[config.mk]
export PLATFORM = sky130hd
export DESIGN_NAME = multi_lane_seed_counter
export DESIGN_NICKNAME = d
export VERILOG_FILES = /design/src/rtl/multi_lane_seed_counter.sv
export SDC_FILE = /design/constraint.sdc
export NUM_CORES = 1
export LEC_CHECK = 0
export ABC_AREA = 1
export BUFFER_PORTS_ARGS = -buffer_cell sky130_fd_sc_hd__buf_2
export CAP_MARGIN = 15
export CORE_MARGIN = 1
export CORE_UTILIZATION = 55
export CTS_CLUSTER_DIAMETER = 80
export CTS_CLUSTER_SIZE = 14
export DETAILED_ROUTE_END_ITERATION = 8
export GPL_TIMING_DRIVEN = 0
export PLACE_DENSITY_LB_ADDON = 0.08
export SYNTH_ARGS = -nofsm -noshare
export SYNTH_HDL_FRONTEND = slang
export SYNTH_SLANG_ARGS = --single-unit
[constraint.sdc]
create_clock -name clk -period 4.4 [get_ports clk]
set_input_delay 0.22 -clock clk [delete_from_list [all_inputs] [get_ports clk]]
set_output_delay 0.22 -clock clk [all_outputs]
set_load 0.03 [all_outputs]
[src/rtl/multi_lane_seed_counter.sv]
// Multi-lane seed counter: per-lane debounce, pulse-width classification
// and per-hole arm/fill/close FSM feeding shared statistics counters.
module multi_lane_seed_counter #(
    parameter int NUM_CH          = 4,
    parameter int CLOCK_FREQ      = 50000000,
    parameter int MIN_PULSE_US    = 10,
    parameter int MAX_PULSE_US    = 500,
    parameter int DEBOUNCE_CYCLES = 100
) (
    input  logic                clk,
    input  logic                rst_n,
    input  logic [NUM_CH-1:0]   sensor_n,
    input  logic                sensor_enable,
    input  logic [NUM_CH-1:0]   start,
    input  logic [NUM_CH-1:0]   stop,
    input  logic                clear,
    input  logic [8*NUM_CH-1:0] target,
    output logic [8*NUM_CH-1:0] seed_count,
    output logic [NUM_CH-1:0]   target_reached,
    output logic [NUM_CH-1:0]   busy,
    output logic [NUM_CH-1:0]   hole_done,
    output logic [NUM_CH-1:0]   jam,
    output logic [NUM_CH-1:0]   overdrop,
    output logic [31:0]         total_seeds,
    output logic [15:0]         hole_count,
    output logic [15:0]         noise_count
);

    localparam int MIN_CYC = (CLOCK_FREQ / 1000000) * MIN_PULSE_US;
    localparam int MAX_CYC = (CLOCK_FREQ / 1000000) * MAX_PULSE_US;
    localparam int WW      = $clog2(MAX_CYC + 2);
    localparam int DW      = $clog2(DEBOUNCE_CYCLES + 1);
    localparam int CW      = $clog2(NUM_CH + 1);

    localparam logic [WW-1:0] W_MIN     = WW'(MIN_CYC);
    localparam logic [WW-1:0] W_MAX     = WW'(MAX_CYC);
    localparam logic [WW-1:0] W_SAT     = WW'(MAX_CYC + 1);
    localparam logic [DW-1:0] DCNT_LAST = DW'(DEBOUNCE_CYCLES - 1);

    typedef enum logic [1:0] {
        S_IDLE  = 2'd0,
        S_ARMED = 2'd1,
        S_FULL  = 2'd2
    } state_t;

    // Debounce state
    logic [DW-1:0]     dcnt_q [NUM_CH];
    logic [DW-1:0]     dcnt_d [NUM_CH];
    logic [NUM_CH-1:0] stable_q, stable_d;
    logic [NUM_CH-1:0] prev_q;
    logic [NUM_CH-1:0] rise;

    // Pulse-width measurement
    logic [WW-1:0]     w_q [NUM_CH];
    logic [WW-1:0]     w_d [NUM_CH];
    logic [NUM_CH-1:0] jhit_q, jhit_d;
    logic [NUM_CH-1:0] seed_ev, noise_ev;

    // Lane FSM and per-lane outputs
    state_t            st_q  [NUM_CH];
    state_t            st_d  [NUM_CH];
    logic [7:0]        tgt_q [NUM_CH];
    logic [7:0]        tgt_d [NUM_CH];
    logic [7:0]        cnt_q [NUM_CH];
    logic [7:0]        cnt_d [NUM_CH];
    logic [NUM_CH-1:0] jam_q, jam_d;
    logic [NUM_CH-1:0] od_q, od_d;
    logic [NUM_CH-1:0] done_q, done_d;
    logic [NUM_CH-1:0] cnt_ev, close_ev;

    // Shared statistics
    logic [31:0]       total_q, total_d;
    logic [15:0]       holes_q, holes_d;
    logic [15:0]       noise_q, noise_d;
    logic [CW-1:0]     n_seed, n_close, n_noise;
    logic [32:0]       total_sum;
    logic [16:0]       noise_sum;

    function automatic logic [CW-1:0] popc(input logic [NUM_CH-1:0] v);
        logic [CW-1:0] s;
        s = '0;
        for (int k = 0; k < NUM_CH; k++) begin
            s = s + CW'(v[k]);
        end
        return s;
    endfunction

    assign rise = stable_q & ~prev_q;

    // Debounce: count disagreeing samples and flip stable after enough of them
    always_comb begin
        stable_d = stable_q;
        for (int i = 0; i < NUM_CH; i++) begin
            dcnt_d[i] = dcnt_q[i];
            if (sensor_enable) begin
                if (sensor_n[i] == stable_q[i]) begin
                    dcnt_d[i] = '0;
                end else if (dcnt_q[i] == DCNT_LAST) begin
                    dcnt_d[i]   = '0;
                    stable_d[i] = ~stable_q[i];
                end else begin
                    dcnt_d[i] = dcnt_q[i] + 1'b1;
                end
            end
        end
    end

    // Pulse width: measure low time, classify it on the stable rising edge
    always_comb begin
        seed_ev  = '0;
        noise_ev = '0;
        jhit_d   = '0;
        for (int i = 0; i < NUM_CH; i++) begin
            w_d[i] = '0;
            if (sensor_enable) begin
                if (!stable_q[i]) begin
                    w_d[i]    = (w_q[i] == W_SAT) ? W_SAT : w_q[i] + 1'b1;
                    jhit_d[i] = (w_q[i] == W_MAX);
                end else if (rise[i]) begin
                    if (w_q[i] < W_MIN) begin
                        noise_ev[i] = 1'b1;
                    end else if (w_q[i] <= W_MAX) begin
                        seed_ev[i] = 1'b1;
                    end
                end
            end
        end
    end

    // Lane FSM: clear > start > stop > seed
    always_comb begin
        jam_d    = jam_q | jhit_q;
        od_d     = od_q;
        done_d   = '0;
        cnt_ev   = '0;
        close_ev = '0;
        for (int i = 0; i < NUM_CH; i++) begin
            st_d[i]  = st_q[i];
            tgt_d[i] = tgt_q[i];
            cnt_d[i] = cnt_q[i];
            if (clear) begin
                st_d[i]  = S_IDLE;
                cnt_d[i] = '0;
                jam_d[i] = 1'b0;
                od_d[i]  = 1'b0;
            end else if (start[i]) begin
                tgt_d[i] = target[8*i +: 8];
                cnt_d[i] = '0;
                jam_d[i] = 1'b0;
                od_d[i]  = 1'b0;
                st_d[i]  = (target[8*i +: 8] == 8'd0) ? S_FULL : S_ARMED;
            end else if (stop[i] && st_q[i] != S_IDLE) begin
                st_d[i]     = S_IDLE;
                done_d[i]   = 1'b1;
                close_ev[i] = 1'b1;
            end else if (seed_ev[i]) begin
                unique case (st_q[i])
                    S_ARMED: begin
                        cnt_d[i]  = cnt_q[i] + 8'd1;
                        cnt_ev[i] = 1'b1;
                        if (({1'b0, cnt_q[i]} + 9'd1) >= {1'b0, tgt_q[i]}) begin
                            st_d[i] = S_FULL;
                        end
                    end
                    S_FULL: begin
                        if (cnt_q[i] != 8'hFF) begin
                            cnt_d[i] = cnt_q[i] + 8'd1;
                        end
                        cnt_ev[i] = 1'b1;
                        od_d[i]   = 1'b1;
                    end
                    default: ;
                endcase
            end
        end
    end

    // Shared counters: saturating seeds and noise, wrapping holes
    always_comb begin
        n_seed    = popc(cnt_ev);
        n_close   = popc(close_ev);
        n_noise   = popc(noise_ev);
        total_sum = {1'b0, total_q} + 33'(n_seed);
        noise_sum = {1'b0, noise_q} + 17'(n_noise);
        if (clear) begin
            total_d = '0;
            holes_d = '0;
            noise_d = '0;
        end else begin
            total_d = total_sum[32] ? 32'hFFFF_FFFF : total_sum[31:0];
            holes_d = holes_q + 16'(n_close);
            noise_d = noise_sum[16] ? 16'hFFFF : noise_sum[15:0];
        end
    end

    // Debounce and pulse-width registers
    always_ff @(posedge clk or negedge rst_n) begin
        if (!rst_n) begin
            stable_q <= '1;
            prev_q   <= '1;
            jhit_q   <= '0;
            for (int i = 0; i < NUM_CH; i++) begin
                dcnt_q[i] <= '0;
                w_q[i]    <= '0;
            end
        end else begin
            stable_q <= stable_d;
            prev_q   <= stable_q;
            jhit_q   <= jhit_d;
            for (int i = 0; i < NUM_CH; i++) begin
                dcnt_q[i] <= dcnt_d[i];
                w_q[i]    <= w_d[i];
            end
        end
    end

    // Lane FSM and sticky flag registers
    always_ff @(posedge clk or negedge rst_n) begin
        if (!rst_n) begin
            jam_q  <= '0;
            od_q   <= '0;
            done_q <= '0;
            for (int i = 0; i < NUM_CH; i++) begin
                st_q[i]  <= S_IDLE;
                tgt_q[i] <= '0;
                cnt_q[i] <= '0;
            end
        end else begin
            jam_q  <= jam_d;
            od_q   <= od_d;
            done_q <= done_d;
            for (int i = 0; i < NUM_CH; i++) begin
                st_q[i]  <= st_d[i];
                tgt_q[i] <= tgt_d[i];
                cnt_q[i] <= cnt_d[i];
            end
        end
    end

    // Shared statistics registers
    always_ff @(posedge clk or negedge rst_n) begin
        if (!rst_n) begin
            total_q <= '0;
            holes_q <= '0;
            noise_q <= '0;
        end else begin
            total_q <= total_d;
            holes_q <= holes_d;
            noise_q <= noise_d;
        end
    end

    // Per-lane output packing
    always_comb begin
        seed_count     = '0;
        target_reached = '0;
        busy           = '0;
        for (int i = 0; i < NUM_CH; i++) begin
            seed_count[8*i +: 8] = cnt_q[i];
            target_reached[i]    = (st_q[i] == S_FULL);
            busy[i]              = (st_q[i] != S_IDLE);
        end
    end

    assign hole_done   = done_q;
    assign jam         = jam_q;
    assign overdrop    = od_q;
    assign total_seeds = total_q;
    assign hole_count  = holes_q;
    assign noise_count = noise_q;

endmodule

==> flow_summary.toml <==
[outcome]
status = "finished clean"

[critical_path]
crit_chain = "nor2_1 -> nand2_1 -> nor2_1 -> nand3_1 -> nand2_1 -> nand2_2 -> nor2_8 -> nand2_1 -> fa_1 -> inv_1 -> fa_1 -> fa_1 -> nand2_1 -> nor2_1 -> nand2_1 -> nor2_2 -> nand2_2 -> clkbuf_4 -> nand3_1 -> nand2_1 -> inv_1"
r2r_setup_slack_ns = 0.32
slowest_delay_ns = 0.51
cpMostUsedCell = "nand2_1"
cp.arrival_ns = 4.48
endpoint_kind = "flop"
path_class = "flop to flop"
r2r_end = "total_seeds[22]"
r2r_start = "w_q[55]"
r2r_cells = 21
start_kind = "flop"
required_ns = 4.80
crit_fanout = 10
cp_slowest_cell = "fa_1"

[hold_path]
hp-start = "target[19]"
holdPathEnd = "tgt_q[11]"
min_path_cells = 3
worstHoldPathType = "primary input to flop"

[power]
switchingPower_mw = 1.291
clock_power_share_pct = 36.8
p_total_mw = 4.801
p_leak_nw = 8.640
p_int_mw = 3.510
p_sw_share_pct = 26.88
peakVddDrop_v = 0.0002571
power_density_nw_per_um2 = 287.3
seq_power_share_pct = 51.0
combPwrFrac_pct = 12.3

[grt]
grt_util_all_layers_pct = 26.07
grt_pass1_wl_um = 57210
grt_pass1_vias = 11805
use_met3_pct = 3.333
top_usage_layer = "met2"
gr-usage-met2_pct = 42.19
met1_usage_pct = 37.03
overflow = 0
antenna_found_initial = 0
grt_max_degree = 117

[floorplanning]
io_pins = 164
coreArea_um2 = 25910
die-area_um2 = 26970
rows = 59
fp.dieH_um = 164.2
start_util_pct = 55.85
fp.dieW_um = 164.2

[finish]
fin_nets = 2205
drive_gt1_share_pct = 12.78
instances_no_fill = 2432
area_delta_synth_final_pct = 15.44
fin_util_pct = 64.48
diodes = 0

[cts]
clockBufferDepth = 3
path_clk_slew_ns = 0.07
postCtsSetupRepairBufs = 0
clock-sinks = 248
cts_tree = "yes"
root_buffer = "clkbuf_16"
cts_buffers = 21
h-tree-depth = 1
clk-insertion-delay-late_ns = 0.51

[logic_synthesis]
netlist_instances = 1868
yosysTopAreaCell = "dfrtp_1"
synth_top_flop_cell = "dfrtp_1"
yosysWarnings = 0
ys_seq_area_share_pct = 42.95
ys_seq_elements = 248
netlist_top_cells_area = "dfrtp_1 (41%), nand2_1 (11%), inv_1 (7.0%)"
syn-mean-instance-area_um2 = 7.748
synth-edff-count = 0
syn_nets = 1984
yosys.area.top_type_share_pct = 41.50
syn_area_um2 = 14470
async_reset_ff_share_pct = 100.0
yosysMostFrequentCell = "nand2_1"
synth.distinct_cells = 56
synth_commonest_cells = "nand2_1 (430), inv_1 (270), dfrtp_1 (240)"

[drt]
num_vias = 12737
ant_nets = 0
first_iter_violations = 1007
drc = 0
drt_pass1_iterations = 6
post_drt_wl_per_cell_um = 14.28
wl_um = 34740
viasPerCell = 5.237

[timing]
final-max-slew-violation-count = 0
period_needed_ns = 4.082
finalSetupViolations = 0
hold_viol = 0
worst_slack_ns = 0.3176
fin_crit_sh_pct = 92.78
rsz0062_at_grt = "no"
slew_headroom_pct = 59.32
worstMarginPinSlew_ns = 0.6101
fmax_mhz = 245.0
skew_ns = 0.01341

[run]
maxCapViolations = 0

[placed_design]
placed_cells = 2367
portBuffers = 162
globalplace.congestion = 0.9145
post-place-ws_ns = 0.2853
hpwl_um = 25800
## worst max path at each step
stage	start	end	slack, ns	cells after the start
final	w_q[55]	total_seeds[22]	0.32	21
after global placement	rst_n	total_seeds[28]	-1.44	1
after detailed placement	w_q[55]	total_seeds[22]	0.29	19
after floorplan	w_q[55]	total_seeds[22]	0.89	19
after CTS	w_q[55]	total_seeds[22]	0.26	19
after global routing	w_q[50]	total_seeds[25]	0.02	20
## power by group through the flow
| stage | Combinational [mW] | Sequential, mW | Clock [mW] |
|---|---|---|---|
| final | 0.588 | 2.45 | 1.77 |
| after global routing | 0.672 | 2.46 | 1.91 |
| after CTS | 0.592 | 2.45 | 1.83 |
| after detailed placement | 0.565 | 2.49 | 0 |
| after global placement | 0.542 | 2.49 | 0 |
| after floorplan | 0.351 | 2.49 | 0 |
## flip-flops by register name, indices dropped and copies added, names as in the netlist
register     cells
prev_q           4
dcnt_q          28
total_seeds     32
jhit_q           4
overdrop         4
tgt_q           32
hole_done        4
stable_q         4
st_q             8
jam              4
noise_count     16
w_q             60
seed_count      32
hole_count      16
## cell usage in the layout, fill, tap and decap left out, types with 45 or more instances in the layout
cell,n
xor2_1,58
nand2_1,430
nor2_1,222
ha_1,59
o21ai_0,73
a21oi_1,67
dfrtp_1,240
nor3_1,65
buf_2,167
nand4_1,45
nand3_1,136
inv_1,270
## layout make-up
class                           instances  area [µm²]
Fill cell                            2288        9204
Multi-Input combinational cell       1316        7087
Sequential cell                       248        6216
Timing Repair Buffer                  198        1216
Inverter                              280        1051
Clock buffer                           29       555.5
Tap cell                              335       419.2
Buffer                                 24       123.9
Clock inverter                          2       38.79
## cells by family (layout without fill, tap and decap cells)
kind of cell	after synthesis	after routing	share of synthesized area, %
AND/OR/NAND/NOR	976	976	30.17
buffers and inverters	304	533	8.100
flip-flops	248	248	42.95
AO/OA/AOI/OAI	188	188	7.331
XOR/XNOR	83	83	5.023
adder cells (fa/ha/maj)	68	68	6.346
multiplexers	1	1	0.07780
## critical path: cells and delay by family (launching register included)
kind / cells / cell delay [ns]
buf+inv: 3 / 0.34
simple gates: 15 / 1.77
fa+ha+maj: 3 / 1.40
flops: 1 / 0.45
## what timing repair did
item,4_1_cts,5_1_grt
endpoints found under the hold margin,86,0
gates resized for setup,0,2
hold buffers,34,0
endpoints found under the setup margin,0,11
## stage by stage
stage,TNS (ns),hold WS [ns],cell area (µm²)
2_1_floorplan,0,-0.07559,14470
3_3_place_gp,-340.62,0.3902,15700
3_5_place_dp,0,0.1658,15770
4_1_cts,0,0.0003700,16700
5_1_grt,0,0.03093,16710
6_report,0,0.02034,16710
## routing by layer
metal  part of all wire (%)  routed length [µm]  up-vias
met5                      0                   0        -
met4                    2.0                 685        0
met3                    5.4                1892       51
met2                     46               16010      318
met1                     46               16150     5945
li1                       -                   -     6423
Note: power is estimated with default switching activity, not from simulation.
